### config.mk
export PLATFORM = sky130hd
export DESIGN_NAME = snake_ctrl
export DESIGN_NICKNAME = d
export VERILOG_FILES = /design/src/rtl/snake_ctrl.sv
export SDC_FILE = /design/constraint.sdc
export NUM_CORES = 1
export LEC_CHECK = 0
export CORE_ASPECT_RATIO = 0.8
export CORE_MARGIN = 4
export CORE_UTILIZATION = 57
export DETAILED_ROUTE_END_ITERATION = 10
export PLACE_DENSITY = 0.83
export SLEW_MARGIN = 20
export SYNTH_ARGS = -nofsm -noshare
export SYNTH_HDL_FRONTEND = slang
export SYNTH_SLANG_ARGS = --single-unit
### constraint.sdc
create_clock -name clk -period 2.8 [get_ports clk]
set_clock_uncertainty 0.2 [all_clocks]
set_input_delay 0.42 -clock clk [delete_from_list [all_inputs] [get_ports clk]]
set_output_delay 0.42 -clock clk [all_outputs]
set_load 0.005 [all_outputs]
### src/rtl/snake_ctrl.sv
// Game sequencer for moving_snake: step tick, reversal-filtered direction, length/score, run/pause/over.
// All outputs registered (1-cycle latency); no backpressure, every input is a single-cycle pulse.
module snake_ctrl #(
  parameter int         TICK_DIV = 12500000,
  parameter logic [6:0] INIT_LEN = 7'd3,
  parameter logic [6:0] MAX_LEN  = 7'd100
) (
  input  logic       clk,
  input  logic       rst,
  input  logic       start,
  input  logic       dir_valid,
  input  logic [1:0] dir_req,
  input  logic       food_eaten,
  input  logic       collision,
  output logic [1:0] di,
  output logic [6:0] len,
  output logic       move_tick,
  output logic [1:0] state,
  output logic       win,
  output logic [7:0] score
);

  typedef enum logic [1:0] {
    IDLE  = 2'd0,
    RUN   = 2'd1,
    PAUSE = 2'd2,
    OVER  = 2'd3
  } st_t;

  localparam int            TW        = $clog2(TICK_DIV);
  localparam logic [TW-1:0] TICK_LAST = TW'(TICK_DIV - 1);

  st_t           st_q, st_d;
  logic [TW-1:0] tick_q, tick_d;
  logic [1:0]    pend_q, pend_d;
  logic [2:0]    grow_q, grow_d;
  logic [1:0]    di_d;
  logic [6:0]    len_d;
  logic          move_d;
  logic          win_d;
  logic [7:0]    score_d;
  logic [3:0]    grow_sum;

  always_comb begin
    st_d     = st_q;
    tick_d   = tick_q;
    pend_d   = pend_q;
    grow_d   = grow_q;
    di_d     = di;
    len_d    = len;
    move_d   = 1'b0;
    win_d    = win;
    score_d  = score;
    grow_sum = {1'b0, grow_q} + {3'b000, food_eaten};

    case (st_q)
      IDLE: begin
        tick_d = '0;
        if (start) st_d = RUN;
      end
      RUN: begin
        if (collision) begin
          st_d  = OVER;
          win_d = 1'b0;
        end else if (start) begin
          st_d = PAUSE;
        end else begin
          tick_d = (tick_q == TICK_LAST) ? '0 : tick_q + 1'b1;
          // Reversal is judged against the committed heading, not the pending one.
          if (dir_valid && (dir_req != (di ^ 2'b10))) pend_d = dir_req;
          if (food_eaten && (score != 8'hff)) score_d = score + 8'd1;
          if (tick_q == TICK_LAST) begin
            move_d = 1'b1;
            di_d   = pend_q;
            if ((grow_sum != 4'd0) && (len < MAX_LEN)) begin
              len_d    = len + 7'd1;
              grow_sum = grow_sum - 4'd1;
              if (len + 7'd1 == MAX_LEN) begin
                st_d  = OVER;
                win_d = 1'b1;
              end
            end
          end
          grow_d = (grow_sum > 4'd7) ? 3'd7 : grow_sum[2:0];
        end
      end
      PAUSE: begin
        if (start) st_d = RUN;
      end
      OVER: begin
        if (start) begin
          st_d    = IDLE;
          tick_d  = '0;
          pend_d  = 2'd1;
          grow_d  = 3'd0;
          di_d    = 2'd1;
          len_d   = INIT_LEN;
          win_d   = 1'b0;
          score_d = 8'd0;
        end
      end
      default: st_d = IDLE;
    endcase
  end

  always_ff @(posedge clk) begin
    if (rst) begin
      st_q      <= IDLE;
      tick_q    <= '0;
      pend_q    <= 2'd1;
      grow_q    <= 3'd0;
      di        <= 2'd1;
      len       <= INIT_LEN;
      move_tick <= 1'b0;
      win       <= 1'b0;
      score     <= 8'd0;
    end else begin
      st_q      <= st_d;
      tick_q    <= tick_d;
      pend_q    <= pend_d;
      grow_q    <= grow_d;
      di        <= di_d;
      len       <= len_d;
      move_tick <= move_d;
      win       <= win_d;
      score     <= score_d;
    end
  end

  assign state = st_q;

endmodule

* Yosys cells after proc, flatten, opt, wreduce, memory -nomap -nowiden
Index checks and enable logic that the tools add are counted.
** Cells by class
- Add/sub/neg operators :: 5
- Order comparisons :: 2
- Equal/unequal tests :: 22
- Mux-type cells :: 50
- Bitwise operators :: 2
- Reductions and logical operators :: 17
** Operators by type and width (count)
- $mux 24 :: 4
- $pmux 24 s3 :: 1
- $mux 7 :: 5
- $mux 8 :: 4
- $mux 2 :: 13
- $add 24x1->24 const B :: 1
- $eq 24x24->1 const B :: 1
- $mux 4 :: 5
- $reduce_and 5->1 :: 4
- $pmux 8 s2 :: 1
- $ne 2x2->1 const B :: 7
- $pmux 7 s2 :: 1
- $mux 3 :: 4
- $ne 3x3->1 const B :: 4
- $ne 4x4->1 const B :: 3
- $reduce_and 6->1 :: 2
- $add 8x1->8 const B :: 1
- $ne 8x8->1 const B :: 1
- $pmux 2 s2 :: 2
- $reduce_and 4->1 :: 2
- $add 7x1->7 const B :: 1
- $eq 7x7->1 const B :: 1
- $lt 7x7->1 const B :: 1
- $mux 1 :: 7
- other kinds (18) :: 22
** Word-level totals
- Bits in registers :: 50
- Input port bits :: 8
- Output and inout port bits :: 21
- Word-level logic and storage cells :: 107

* Logic depth before layout (Yosys ltp)
- Depth in word-level cells :: 13
- Gate-level depth with buffers :: 9
- Mapped depth without buffers :: 9

* Least setup slack after synthesis
No wires, ideal clock.
- Path type :: input to register
- Start point :: input port food_eaten
- End point :: register grow_q[1]
- Library setup time :: 0.131 ns
- Data arrival time :: 2.036 ns
- Required time :: 2.469 ns
- Setup slack :: 0.433 ns
- Stages :: 7
- Buffers on the path :: 0
- Path through :: ha_1 ha_1 inv_1 ha_1 a2111oi_2 and4_1 nor3_1
** Between the ends
- Longest elaborated chain between the ends :: 13
- Elaborated cells between the ends (all ways) :: 14
- Those cells by class :: add/sub (2); order compare (1); mux (9); reduce/logical (2)
** Ends and longest elaborated chain
- start, declared :: line 13 : input logic food_eaten,
- $add 3x1->4 (*) :: line 54 : grow_sum = {1'b0, grow_q} + {3'b000, food_eaten};
- parallel branches: the longest is 3 deep, another holds $sub 4x1->4
- $mux 4 (*) :: line 72 : if (tick_q == TICK_LAST) begin
- $mux 4 (*) :: line 65 : end else if (start) begin
- $mux 4 (*) :: line 62 : if (collision) begin
- $mux 4 (*) :: line 56 : case (st_q)
- $gt 4x3->1 :: line 84 : grow_d = (grow_sum > 4'd7) ? 3'd7 : grow_sum[2:0];
- $mux 3 (*) :: line 84
- $mux 3 (*) :: line 65
- $mux 3 (*) :: line 62
- $pmux 3 s2 (*) :: line 56
- end signal, assigned :: line 121 : grow_q <= grow_d;
- end, declared :: line 36 : logic [2:0] grow_q, grow_d;
Mark *: on every way between the ends. The select of a mux whose other input is x is not followed.
A chain may end at the register's enable or synchronous reset.

* Worst setup path after layout
Ends and elaborated chain as after synthesis.

==> results.md <==
- The number of nets in the finished design is 413.
- Synthesis instantiated 54 different standard cells from the library.
- Of the cells placed in the final design, the portion with a size suffix greater than 1 is 10.8%.
- The post-synthesis instance total is 351.
- The number of setup violations in the final report is 0.
- After synthesis the netlist holds a flip-flop and latch count of 50.
- The flow ran to the end, and the final reports show no timing, DRC or antenna violations.
- Power spread over the standard cell area amounts to 400 nW/um2.
- Counting stages on the worst path, the most repeated cell is sky130_fd_sc_hd__ha_1.
- The insertion delay of the later-clocked pin in the worst-skew pair is 0.30 ns.
- The first detailed-routing pass ran for 4 iterations.
- The total area inside the core boundary comes to 4710 um2.
- The filler cell count is 356.
- The first-pass GRT wire length is 11700 um.
- The commonest cells after synthesis are 50 x sky130_fd_sc_hd__dfxtp_1, 45 x sky130_fd_sc_hd__nor2_1, 37 x sky130_fd_sc_hd__nand2_1.
- The slowest cell on the critical path is sky130_fd_sc_hd__clkdlybuf4s50_1.
- The initial antenna violation count is 0.
- Row generation in the floorplan step produced 22 rows.
- For this run, asynchronously set or reset flops after synthesis account for 0%.
- The biggest area contributor in the post-synthesis netlist is sky130_fd_sc_hd__dfxtp_1.
- The final route contains 2752 vias.
- Headroom to the max-slew limit came out at 58.3%.
- The area of all sequential standard cells is 1000 um2.
- The kind of end point of the critical path is a flip-flop.
- Data on the critical path is required at its endpoint by between 2 and 3 ns.
- At the pin with the least slew margin, the transition time is roughly 0.62 ns.
- The sum of routed wire segments on met1 is 3420 um.
- The H-tree was split into 2 levels.
- After clock tree synthesis, the clock-pin slew on the worst setup and hold paths is 0.09 ns.
- In this run the mean area of a mapped cell was 8.11 um2.
- In the routed layout, each cell is associated on average with a via count of 6.01.
- The min-delay analysis places its worst path in the category reg -> reg.
- In this run the top signal layer used is met4.
- The layout overhead on the synthesized area is 20.5%.
- The flip-flop cell with the highest count after synthesis is sky130_fd_sc_hd__dfxtp_1.
- The routed design uses around 3000 um of met2 wire.
- After detailed routing, the total wire length is 6810 um.
- The count of final hold-check violations is 0.
- The analysis attributes to cell leakage a power of 1.19 nW.
- The final weighted congestion in routability-driven placement is 0.866.
- The number of remaining DRC errors is 0.
- The multi-input combinational cells in the finished layout cover a total of 1730 um2.
- Once detail routing completed, the nets flagged for antenna violations numbered 0.
- Walking the worst path, the cells encountered are clkdlybuf4s50_1 > ha_1 > ha_1 > or2_2 > o21ai_1 > a2111oi_2 > buf_4 > a2111oi_0 > nor3_1.
- The via count of the first global-routing pass was ~2600.
- Yosys mapped a number of flops with a built-in enable equal to 0.
- IR analysis of the VDD net gives a maximum drop of around 320 uV.
- The delay contributed by the slowest stage of the critical path is 0.44 ns.
- In this run the worst path has a maximum fanout of 6.
- The initial utilization of the core area, before any placement, comes to 60.5%.
- Sorting the synthesized cells by area gives the leading types as sky130_fd_sc_hd__dfxtp_1 35%, sky130_fd_sc_hd__nor2_1 5.9%, sky130_fd_sc_hd__xor2_1 5.2%.
- The critical path is of the in -> reg type.
- Clock tree synthesis inserted a total of 5 buffers.
- STA classifies the critical path startpoint as an input port.
- After legalization and detailed placement, the total HPWL measured 5150 um.
- The diode insertion count for antenna repair is 0.
- The top-level port count is 29.
- The most frequent cell after synthesis is sky130_fd_sc_hd__dfxtp_1.
- The part of the Yosys area used for sequential elements is 35.2%.
- For this run, the top clock speed supported by timing is around 380 MHz.
- The first routing iteration left 269 violations.
- The ratio of final minimum period to clock period is between 90% and 100%.
- The clock tree from TritonCTS is yes.
- The horizontal die dimension is just under 90 um.
- The post-synth net total is 366.
- Measured along the y axis, the die boundary spans approximately 70 um.
- Total power for the finished layout comes to 0.00137 W.
- The number of gates resized after CTS is 0.
- The post-placement cell count is about 450.
- The finished layout holds between 400 and 500 standard cells, fillers aside.
- The max-slew violation count came to 0.
- The synthesized cell area is 2850 um2.
- Counting along the longest clock path gives a buffer depth of 2.
- In this run the clock root is driven by a sky130_fd_sc_hd__clkbuf_8.
- Buffers added to address setup during post-CTS repair amount to 0.
- The met3 wire length is 284 um.
- Max-cap violations in this run came to 0.
- The data arrival time at the worst-slack endpoint is 2.61 ns.
- The clock net in this run drives a total of 50 sinks.
- Summed over all layers, the global routing overflow is 0.
- The maximum number of pins on one net before global-route repair is 24.
- The warning count from the yosys run is 0.
- After clock tree synthesis, the flow added hold-fix buffers numbering 0.
- The die covers 6200 um2.
- During placement, the flow inserted port buffers numbering 28.
- The total track usage is 23.0%.
- Setup repair after global routing left no endpoint under its margin.
- Of the post-synthesis cell area, the dominant cell type holds 35.2%.
- In the final routed layout, each cell accounts on average for 14.9 um.
- The time the worst path needs with I/O delays and setup is 2.63 ns.
## registers in the layout, indices dropped and copies added (netlist names)
| name | flops |
|---|---|
| tick_q | 24 |
| score | 8 |
| len | 7 |
| grow_q | 3 |
| di | 2 |
| pend_q | 2 |
| state | 2 |
| move_tick | 1 |
| win | 1 |
## cell families after synthesis
logic type	share of synthesized area [%]
AND/OR/NAND/NOR	33.5
AO/OA/AOI/OAI	15.9
flip-flops	35.2
XOR/XNOR	7.69
buffers and inverters	4.00
adder cells (fa/ha/maj)	3.08
multiplexers	0.703
## metal layers
metal | up-vias | track usage, %
met5 | - | 0
met4 | 0 | 6.23
met3 | 9 | 4.89
met2 | 61 | 33.5
met1 | 1320 | 34.0
li1 | 1362 | -
## cell usage in the layout (no fill, tap or decap), drive strengths merged, types with 4 or more instances in the layout
master	count
a21oi	18
o21ai	17
dfxtp	50
nor4b	7
clkdlybuf4s50	28
nor3	10
xnor2	8
inv	13
ha	7
nand2	37
and3	4
buf	24
a2111oi	4
and4	5
or2	5
nor2	45
nand3	22
nand2b	4
clkbuf	6
nand4	16
or4	4
xor2	17
o211ai	4
## final timing paths
kind              start  cells after the start         end  slack, ns
max reg2reg   tick_q[0]                      7  tick_q[16]       0.35
min                 win                      2         win       0.29
min reg2reg         win                      2         win       0.29
max          food_eaten                      9   grow_q[1]       0.17
## where the power goes
group,internal (W),switching (W)
logic,0.0000568,0.0000732
clock network,0.000286,0.000228
registers,0.000717,0.0000119
total,0.00106,0.000313
## cell type report
type / instances / share of cell area, %
repair buffers: 52 / 13.4
inverters: 13 / 1.42
flip-flops and latches: 50 / 29.2
well taps: 60 / 2.19
multi-input cells: 276 / 50.5
clock buffers: 6 / 2.41
clock inverters: 1 / 0.876
## through the flow
stage          worst slack (ns)  utilization, %  hold WS [ns]  setup TNS (ns)  instance area (um2)
2_1_floorplan             0.433               -         0.246               0                 2850
3_3_place_gp             0.0457            70.5         0.257               0                 3320
3_5_place_dp             -0.126            70.5         0.278          -0.142                 3320
4_1_cts                   0.182            72.9         0.288               0                 3430
5_1_grt                  0.0601            72.9         0.308               0                 3430
6_report                  0.169            72.9         0.287               0                 3430
## worst max-delay path, delay by kind of cell
kind,cells,cell delay (ns)
and+or+nand+nor,2,0.38
AOI/OAI and AO/OA,3,0.74
adders and majority gates,2,0.44
buffers and inverters,2,0.61
(Power assumes the default switching activity.)
